`src/rtl/veerwolf_wb_pkg.sv`:
```
// rtl/veerwolf_wb_pkg.sv - shared wishbone types and widths for the VeeRwolf peripheral fabric
package veerwolf_wb_pkg;

  typedef enum logic [1:0] {
    WBI_IDLE,
    WBI_CYCLE,
    WBI_RESP
  } wbi_state_t;

  localparam int WB_DW   = 32;
  localparam int WB_SELW = 4;

  function automatic logic [WB_DW-1:0] wbi_ack_data(input logic we, input logic [WB_DW-1:0] rdt);
    return we ? '0 : rdt;
  endfunction

endpackage

```
`src/rtl/veerwolf_wb_initiator_if.sv`:
```
// rtl/veerwolf_wb_initiator_if.sv - command, response and wishbone signals of the initiator
interface veerwolf_wb_initiator_if #(
  parameter int ADR_W = 8
) ();
  import veerwolf_wb_pkg::*;

  logic                 req_valid;
  logic                 req_ready;
  logic [ADR_W-1:0]     req_adr;
  logic [WB_DW-1:0]     req_dat;
  logic [WB_SELW-1:0]   req_sel;
  logic                 req_we;

  logic                 rsp_valid;
  logic                 rsp_ready;
  logic [WB_DW-1:0]     rsp_dat;
  logic                 rsp_err;
  logic                 busy;

  logic [ADR_W-1:0]     wb_adr;
  logic [WB_DW-1:0]     wb_dat;
  logic [WB_SELW-1:0]   wb_sel;
  logic                 wb_we;
  logic                 wb_cyc;
  logic                 wb_stb;
  logic [WB_DW-1:0]     wb_rdt;
  logic                 wb_ack;
  logic                 wb_err;

  modport master (
    input  req_valid, req_adr, req_dat, req_sel, req_we, rsp_ready,
    input  wb_rdt, wb_ack, wb_err,
    output req_ready, rsp_valid, rsp_dat, rsp_err, busy,
    output wb_adr, wb_dat, wb_sel, wb_we, wb_cyc, wb_stb
  );

  modport slave (
    output req_valid, req_adr, req_dat, req_sel, req_we, rsp_ready,
    output wb_rdt, wb_ack, wb_err,
    input  req_ready, rsp_valid, rsp_dat, rsp_err, busy,
    input  wb_adr, wb_dat, wb_sel, wb_we, wb_cyc, wb_stb
  );

endinterface

```
`src/rtl/wbi_timeout_timer.sv`:
```
// rtl/wbi_timeout_timer.sv - saturating strobe-cycle counter that flags the abort edge
module wbi_timeout_timer #(
  parameter int TIMEOUT_CYC = 255
) (
  input  logic i_clk,
  input  logic i_rst,
  input  logic i_clear,
  input  logic i_enable,
  output logic o_expired
);

  localparam int CW = (TIMEOUT_CYC > 0) ? $clog2(TIMEOUT_CYC + 1) : 1;
  localparam logic [CW-1:0] LIMIT = CW'(TIMEOUT_CYC);

  logic [CW-1:0] cnt;

  always_ff @(posedge i_clk) begin
    if (i_rst || i_clear) begin
      cnt <= '0;
    end else if (i_enable && (cnt != LIMIT)) begin
      cnt <= cnt + CW'(1);
    end
  end

  // cnt holds the strobe edges already seen, so the edge that would make it LIMIT is the abort edge
  assign o_expired = (TIMEOUT_CYC != 0) && i_enable && (cnt == LIMIT - CW'(1));

endmodule

```
`src/rtl/veerwolf_wb_initiator.sv`:
```
// rtl/veerwolf_wb_initiator.sv - single-transfer wishbone classic master with response channel and timeout
module veerwolf_wb_initiator
  import veerwolf_wb_pkg::*;
#(
  parameter int               ADR_W       = 8,
  parameter int               TIMEOUT_CYC = 255,
  parameter logic [WB_DW-1:0] ERR_RDATA   = 32'hDEADBEEF
) (
  input  logic                      i_clk,
  input  logic                      i_rst,
  veerwolf_wb_initiator_if.master   bus
);

  wbi_state_t state;
  logic       accept;
  logic       expired;

  assign accept = (state == WBI_IDLE) && bus.req_valid && bus.req_ready;

  wbi_timeout_timer #(
    .TIMEOUT_CYC (TIMEOUT_CYC)
  ) u_timer (
    .i_clk     (i_clk),
    .i_rst     (i_rst),
    .i_clear   (accept),
    .i_enable  (state == WBI_CYCLE),
    .o_expired (expired)
  );

  always_ff @(posedge i_clk) begin
    if (i_rst) begin
      state         <= WBI_IDLE;
      bus.req_ready <= 1'b1;
      bus.rsp_valid <= 1'b0;
      bus.rsp_dat   <= '0;
      bus.rsp_err   <= 1'b0;
      bus.busy      <= 1'b0;
      bus.wb_adr    <= '0;
      bus.wb_dat    <= '0;
      bus.wb_sel    <= '0;
      bus.wb_we     <= 1'b0;
      bus.wb_cyc    <= 1'b0;
      bus.wb_stb    <= 1'b0;
    end else begin
      case (state)
        WBI_IDLE: begin
          if (accept) begin
            bus.wb_adr    <= ADR_W'(bus.req_adr);
            bus.wb_dat    <= bus.req_dat;
            bus.wb_sel    <= bus.req_sel;
            bus.wb_we     <= bus.req_we;
            bus.wb_cyc    <= 1'b1;
            bus.wb_stb    <= 1'b1;
            bus.req_ready <= 1'b0;
            bus.busy      <= 1'b1;
            state         <= WBI_CYCLE;
          end
        end
        WBI_CYCLE: begin
          // priority: slave error, then ack, then timeout (a late ack still beats the abort)
          if (bus.wb_err || bus.wb_ack || expired) begin
            bus.wb_cyc    <= 1'b0;
            bus.wb_stb    <= 1'b0;
            bus.rsp_valid <= 1'b1;
            state         <= WBI_RESP;
            if (bus.wb_ack && !bus.wb_err) begin
              bus.rsp_dat <= wbi_ack_data(bus.wb_we, bus.wb_rdt);
              bus.rsp_err <= 1'b0;
            end else begin
              bus.rsp_dat <= ERR_RDATA;
              bus.rsp_err <= 1'b1;
            end
          end
        end
        WBI_RESP: begin
          if (bus.rsp_ready) begin
            bus.rsp_valid <= 1'b0;
            bus.req_ready <= 1'b1;
            bus.busy      <= 1'b0;
            state         <= WBI_IDLE;
          end
        end
        default: begin
          state         <= WBI_IDLE;
          bus.req_ready <= 1'b1;
          bus.busy      <= 1'b0;
        end
      endcase
    end
  end

endmodule
```
`src/flat_wrapper.sv`:
```
// flat-port wrapper written by rule: the top's interface ports become plain ports
module veerwolf_wb_initiator_flat import veerwolf_wb_pkg::*;
#(
  parameter int               ADR_W       = 8,
  parameter int               TIMEOUT_CYC = 255,
  parameter logic [WB_DW-1:0] ERR_RDATA   = 32'hDEADBEEF
)
  (i_clk, i_rst, bus_req_valid, bus_req_adr, bus_req_dat, bus_req_sel, bus_req_we, bus_rsp_ready, bus_wb_rdt, bus_wb_ack, bus_wb_err, bus_req_ready, bus_rsp_valid, bus_rsp_dat, bus_rsp_err, bus_busy, bus_wb_adr, bus_wb_dat, bus_wb_sel, bus_wb_we, bus_wb_cyc, bus_wb_stb);
  veerwolf_wb_initiator_if #(.ADR_W(ADR_W)) bus_i ();
  input  logic i_clk;
  input  logic i_rst;
  input wire logic [$bits(bus_i.req_valid)-1:0] bus_req_valid;
  input wire logic [$bits(bus_i.req_adr)-1:0] bus_req_adr;
  input wire logic [$bits(bus_i.req_dat)-1:0] bus_req_dat;
  input wire logic [$bits(bus_i.req_sel)-1:0] bus_req_sel;
  input wire logic [$bits(bus_i.req_we)-1:0] bus_req_we;
  input wire logic [$bits(bus_i.rsp_ready)-1:0] bus_rsp_ready;
  input wire logic [$bits(bus_i.wb_rdt)-1:0] bus_wb_rdt;
  input wire logic [$bits(bus_i.wb_ack)-1:0] bus_wb_ack;
  input wire logic [$bits(bus_i.wb_err)-1:0] bus_wb_err;
  output wire logic [$bits(bus_i.req_ready)-1:0] bus_req_ready;
  output wire logic [$bits(bus_i.rsp_valid)-1:0] bus_rsp_valid;
  output wire logic [$bits(bus_i.rsp_dat)-1:0] bus_rsp_dat;
  output wire logic [$bits(bus_i.rsp_err)-1:0] bus_rsp_err;
  output wire logic [$bits(bus_i.busy)-1:0] bus_busy;
  output wire logic [$bits(bus_i.wb_adr)-1:0] bus_wb_adr;
  output wire logic [$bits(bus_i.wb_dat)-1:0] bus_wb_dat;
  output wire logic [$bits(bus_i.wb_sel)-1:0] bus_wb_sel;
  output wire logic [$bits(bus_i.wb_we)-1:0] bus_wb_we;
  output wire logic [$bits(bus_i.wb_cyc)-1:0] bus_wb_cyc;
  output wire logic [$bits(bus_i.wb_stb)-1:0] bus_wb_stb;
  assign bus_i.req_valid = bus_req_valid;
  assign bus_i.req_adr = bus_req_adr;
  assign bus_i.req_dat = bus_req_dat;
  assign bus_i.req_sel = bus_req_sel;
  assign bus_i.req_we = bus_req_we;
  assign bus_i.rsp_ready = bus_rsp_ready;
  assign bus_i.wb_rdt = bus_wb_rdt;
  assign bus_i.wb_ack = bus_wb_ack;
  assign bus_i.wb_err = bus_wb_err;
  assign bus_req_ready = bus_i.req_ready;
  assign bus_rsp_valid = bus_i.rsp_valid;
  assign bus_rsp_dat = bus_i.rsp_dat;
  assign bus_rsp_err = bus_i.rsp_err;
  assign bus_busy = bus_i.busy;
  assign bus_wb_adr = bus_i.wb_adr;
  assign bus_wb_dat = bus_i.wb_dat;
  assign bus_wb_sel = bus_i.wb_sel;
  assign bus_wb_we = bus_i.wb_we;
  assign bus_wb_cyc = bus_i.wb_cyc;
  assign bus_wb_stb = bus_i.wb_stb;
  veerwolf_wb_initiator #(.ADR_W(ADR_W), .TIMEOUT_CYC(TIMEOUT_CYC), .ERR_RDATA(ERR_RDATA)) u_core (.i_clk(i_clk), .i_rst(i_rst), .bus(bus_i));
endmodule
```
`config.mk`:
```
export PLATFORM = sky130hd
export DESIGN_NAME = veerwolf_wb_initiator_flat
export DESIGN_NICKNAME = d
export VERILOG_FILES = /design/src/rtl/veerwolf_wb_pkg.sv /design/src/rtl/veerwolf_wb_initiator_if.sv /design/src/rtl/wbi_timeout_timer.sv /design/src/rtl/veerwolf_wb_initiator.sv /design/src/flat_wrapper.sv
export SDC_FILE = /design/constraint.sdc
export NUM_CORES = 1
export LEC_CHECK = 0
export BUFFER_PORTS_ARGS = -buffer_cell sky130_fd_sc_hd__buf_2
export CAP_MARGIN = 20
export CORE_MARGIN = 3
export CORE_UTILIZATION = 30
export CTS_CLUSTER_SIZE = 30
export DETAILED_ROUTE_END_ITERATION = 12
export SLEW_MARGIN = 20
export SYNTH_ARGS = -nofsm -noshare
export SYNTH_HDL_FRONTEND = slang
export SYNTH_SLANG_ARGS = --single-unit
```
`constraint.sdc`:
```
create_clock -name i_clk -period 1.74 [get_ports i_clk]
set_input_delay 0.348 -clock i_clk [delete_from_list [all_inputs] [get_ports i_clk]]
set_output_delay 0.348 -clock i_clk [all_outputs]
set_load 0.1 [all_outputs]
```
== Word-level counts from Yosys, hierarchy flattened ==
Index checks and enable logic that the tools add are counted.

* Bitwise gates (word level): 1
* Add/subtract/negate cells: 1
* Reduce and logical (&&, ||, !) cells: 18
* Equality and inequality tests: 7
* Muxes and demuxes: 17

{| class="wikitable"
|+ Operator list
! cell !! number
|-
| $mux W32 || 2
|-
| $reduce_and A3 Y1 || 4
|-
| $add A8 B1 Y8 const B || 1
|-
| $eq A8 B8 Y1 const B || 1
|-
| $ne A8 B8 Y1 const B || 1
|-
| $mux W1 || 7
|-
| $mux W2 || 3
|-
| $pmux W1 S3 || 2
|-
| $pmux W2 S3 || 1
|-
| $logic_and A1 B1 Y1 || 5
|-
| $ne A2 B2 Y1 const B || 2
|-
| $pmux W1 S2 || 2
|-
| $reduce_and A2 Y1 || 2
|-
| $reduce_bool A2 Y1 || 2
|-
| $logic_or A1 B1 Y1 || 3
|-
| $eq A2 B1 Y1 const B || 1
|-
| $eq A2 B2 Y1 const B || 1
|-
| $logic_not A2 Y1 || 1
|-
| $ne A2 B1 Y1 const B || 1
|-
| $logic_not A1 Y1 || 1
|-
| $not A1 Y1 || 1
|}

* Logic and storage cells: 56
* Bits in registers: 92

== Depth between registers and ports, before layout ==
* Depth after elaboration: 5
* Mapped depth: 8

== Cells and area by module ==
Synthesis repeated with hierarchy kept, for this count alone.

* Cell total of the unflattened synthesis: 421
* Area total of the unflattened synthesis: 3703.6 sq um

{| class="wikitable"
|+ Modules (own cells, without submodules)
! module !! times used !! cells each !! sequential area each (sq um) !! area each (sq um)
|-
| veerwolf_wb_initiator || 1 || 370 || 1681.6 || 3244.4
|-
| wbi_timeout_timer || 1 || 51 || 160.2 || 459.2
|}

== Worst setup path after synthesis ==
OpenSTA, ideal clock, no wires.

* Kind: reg-to-reg
* Start: reg u_core.bus.req_ready
* End: reg u_core.bus.wb_dat[10]
* Cell stages (with the launch flop): 6
* Setup slack: -0.241 ns
* Arrival: 1.911 ns
* Path through: dfxtp_1 > and3_1 > buf_2 > buf_1 > nand2_1 > a21oi_1

* Longest elaborated chain between the ends: 2

{| class="wikitable"
|+ RTL lines
! element !! line !! RTL
|-
| start: declaration || veerwolf_wb_initiator_if.sv:33 || <nowiki>output req_ready, rsp_valid, rsp_dat, rsp_err, busy,</nowiki>
|-
| start signal: assignment || veerwolf_wb_initiator.sv:33 || <nowiki>bus.req_ready <= 1'b1;</nowiki>
|-
| start signal: assignment || veerwolf_wb_initiator.sv:54 || <nowiki>bus.req_ready <= 1'b0;</nowiki>
|-
| start signal: assignment || veerwolf_wb_initiator.sv:78 || <nowiki>bus.req_ready <= 1'b1;</nowiki>
|-
| $logic_and A1 B1 Y1 || veerwolf_wb_initiator.sv:18 || <nowiki>assign accept = (state == WBI_IDLE) && bus.req_valid && bus.req_ready;</nowiki>
|-
| $reduce_and A2 Y1 (no line) || -- ||
|-
| end signal: assignment || veerwolf_wb_initiator.sv:49 || <nowiki>bus.wb_dat <= bus.req_dat;</nowiki>
|-
| end: declaration || veerwolf_wb_initiator_if.sv:34 || <nowiki>output wb_adr, wb_dat, wb_sel, wb_we, wb_cyc, wb_stb</nowiki>
|}

No other way between the ends.
A chain may end at the register's enable or synchronous reset.

== Worst setup path after layout ==
* Start: reg u_core.u_timer.cnt[0]
* End: reg u_core.u_timer.cnt[5]

* Longest elaborated chain between the ends: 2
* Elaborated cells on any way between the ends: 3

{| class="wikitable"
|+ RTL lines
! element !! line !! RTL
|-
| start: declaration || wbi_timeout_timer.sv:15 || <nowiki>logic [CW-1:0] cnt;</nowiki>
|-
| start signal: assignment || wbi_timeout_timer.sv:21 || <nowiki>cnt <= cnt + CW'(1);</nowiki>
|-
| branches (longest 2 deep; another with $add A8 B1 Y8) || -- ||
|}

Parallel ways; which one is timed is not known.

==> results.tsv <==
metric	value	unit
via count	3448	
DRT antenna net count	0	
Area Growth Syn to Fin	37.4	%
Setup violations, final	0	
vias in the first global route	3398	
fin worst setup slack	0.141	ns
maximum clock frequency	625	MHz
synthesized area	0.00367	sq mm
Max Transition Viols Final	0	
total track usage	14.3	%
Setup Buffers After CTS	0	
Worst EP arrival	1.87	ns
hold_buf cts	0	
dominant synthesized flop cell	dfxtp_1	
DRC viols	0	
placed insts	717	
NumNets Final	672	
register area share after synthesis	50.2	%
clock skew	0.00495	ns
die area	0.0136	sq mm
# rows	39	
ratio of cells with drive above 1 in the final layout	37.7	%
Hold Path Sink	u_core.bus.wb_dat[11]	
Post-Syn Instances	426	
clk root buf	clkbuf_16	
initial antenna violation count	0	
ANT cells	0	
Hold Fails Final Rpt	0	
R2R cell count	5	
Reg clk slew, reported paths	0.06	ns
Layout Cells excl Fill	735	
drt via density	4.69	
Setup WS pre-CTS	0.0300	ns
largest net degree at the start of global routing	59	
setup slack, reg-to-reg	0.14	ns
Congestion Overflow GR	0	
IR drop worst, VDD	422	uV
Num CTS Buffers	9	
status	completed	
R2R Path Start	u_core.u_timer.cnt[0]	
placed cell areas	0.00472	sq mm
crit end category	flip-flop	
clock sinks	92	
WHS Path Cells	3	
mean area per synthesized cell	8.62	sq um
dpl hpwl	6.85	mm
period utilization	91.9	%
Lkg Pwr	2.23	nW
Critical Path RT	2.01	ns
CTS max path bufs	2	
Slew headroom	66.3	%
Post-synth EDFFs	0	
first-pass GRT wire length	15.5	mm
design area	0.00505	sq mm
CP Launch Type	flip-flop	
total wire length	9.98	mm
CP Max Fanout	4	
CTS H-tree depth	3	
DR iter-0 viols	203	
Synth Register Bits	92	
reg-to-reg endpoint	u_core.u_timer.cnt[5]	
worst slew pin tran	0.510	ns
worst hold path startpoint	bus_req_dat[11]	
CTS tree	built	
Skew-Pair Late Insertion Delay	0.33	ns
post-synthesis async set-or-reset flop share	0	%
num ports	166	
Distinct cells, synth	32	
syn nets	511	
initial core utilization	31.4	%
I/O Buffers	165	
Pwr per Cell Area	1160	mW/mm^2
post-route minimum period	1.60	ns
post-DR wirelength/cell	13.6	um
number of max-cap violations	0	
Hold Crit Class	in2reg	
Die Ht	117	um
CP Class	reg2reg	
DIE WIDTH	117	um
GP Congestion	0.768	
core area	0.0117	sq mm
DR pass1 iterations	4	
utilization after layout	43.1	%
synth warn	0	
-- cell type report --
| cell class | count | area, sq um |
|---|---|---|
| Tap cell | 143 | 179 |
| Clock inverter | 1 | 5.00 |
| Timing Repair Buffer | 180 | 1040 |
| Sequential cell | 92 | 1850 |
| Inverter | 27 | 101 |
| Multi-Input combinational cell | 277 | 1600 |
| Clock buffer | 15 | 278 |
| Fill cell | 1191 | 6660 |
-- cells in the mapped netlist (4+ instances only) --
cell type / n / area [sq um]
nand2_1: 101 / 379
dfxtp_1: 92 / 1840
a21oi_1: 55 / 275
nand2b_1: 28 / 175
inv_1: 27 / 101
o21ai_0: 20 / 100
a221oi_2: 19 / 285
clkbuf_1: 18 / 67.6
nor2_1: 9 / 33.8
nor2b_1: 8 / 50.1
buf_2: 6 / 30.0
a221oi_1: 5 / 43.8
nor3_1: 4 / 20.0
-- placed cells by master, fill, tap and decap left out, types with 2 or more instances in the layout --
cell type / n
buf_2: 163
nand2_1: 101
dfxtp_1: 89
a21oi_1: 55
inv_1: 27
nand2b_1: 27
o21ai_0: 20
a221oi_2: 19
clkbuf_16: 10
buf_4: 9
nor2_1: 8
nor2b_1: 8
buf_12: 6
a221oi_1: 5
nor3_1: 4
a211oi_1: 3
nand4_1: 3
clkbuf_8: 3
clkbuf_1: 3
dfxtp_2: 3
and3_1: 2
nand3_1: 2
or3_1: 2
a211oi_2: 2
xor2_1: 2
ha_1: 2
-- what timing repair did --
action,4_1_cts,5_1_grt
endpoints found under the hold margin,0,0
setup endpoints to repair,0,38
resized for setup,0,3
-- report_power, final --
group	switching (mW)	internal, mW	leakage [nW]
clock network	0.767	1.09	0.140
logic	1.32	0.353	1.34
registers	0.0787	2.25	0.752
total	2.17	3.68	2.23
-- worst max-delay path by stage --
| stage | to | startpoint | cells past startpoint | slack [ns] |
|---|---|---|---|---|
| floorplan | bus_wb_stb | u_core.bus.wb_cyc | 1 | 0.02 |
| global placement | u_core.bus.rsp_dat[0] | u_core.u_timer.cnt[0] | 7 | 0.07 |
| detailed placement | u_core.bus.rsp_dat[2] | u_core.u_timer.cnt[0] | 7 | 0.03 |
| CTS | u_core.bus.rsp_dat[2] | u_core.u_timer.cnt[0] | 7 | 0.02 |
| global route | u_core.bus.rsp_dat[14] | u_core.u_timer.cnt[0] | 7 | -0.002 |
| finish | u_core.u_timer.cnt[5] | u_core.u_timer.cnt[0] | 5 | 0.14 |
-- cells by family (layout without fill, tap and decap cells) --
family,after synthesis,count (layout),synth area share (%)
compound gates,107,107,21.1
xor+xnor,3,3,0.716
fa+ha+maj,2,2,0.681
buf+inv,57,223,6.75
flops,92,92,50.2
simple gates,165,165,20.6
-- sequential cells by signal, indices dropped and copies added (netlist names) --
name / count
u_core.state: 2
u_core.bus.wb_sel: 4
u_core.bus.rsp_err: 1
u_core.u_timer.cnt: 8
u_core.bus.rsp_dat: 32
u_core.bus.rsp_valid: 1
u_core.bus.wb_we: 1
u_core.bus.req_ready: 1
u_core.bus.wb_cyc: 1
u_core.bus.wb_dat: 32
u_core.bus.busy: 1
u_core.bus.wb_adr: 8
-- metrics by stage --
| step | setup TNS (ns) | power (mW) | hold slack (ns) |
|---|---|---|---|
| floorplan | 0 | 3.69 | 0.483 |
| global placement | 0 | 4.02 | 0.438 |
| detailed placement | 0 | 4.04 | 0.443 |
| CTS | 0 | 5.94 | 0.227 |
| global route | -0.00179 | 6.13 | 0.234 |
| finish | 0 | 5.85 | 0.244 |
-- routing by layer --
metal  track usage (%)  up-vias  share of wire [%]
met2              23.6      113                 47
li1                  -     1737                  -
met5                 0        -                  0
met3              4.92       12                8.3
met1              16.7     1586                 43
met4              6.42        0                2.1
-- critical path: stages (launching register included) --
cell and delay [ns]:
dfxtp_2 0.34, ha_1 0.22, and3_1 0.20, a211o_1 0.28, or3_1 0.35, a21oi_1 0.15
Power figures use the tool's default switching activity.
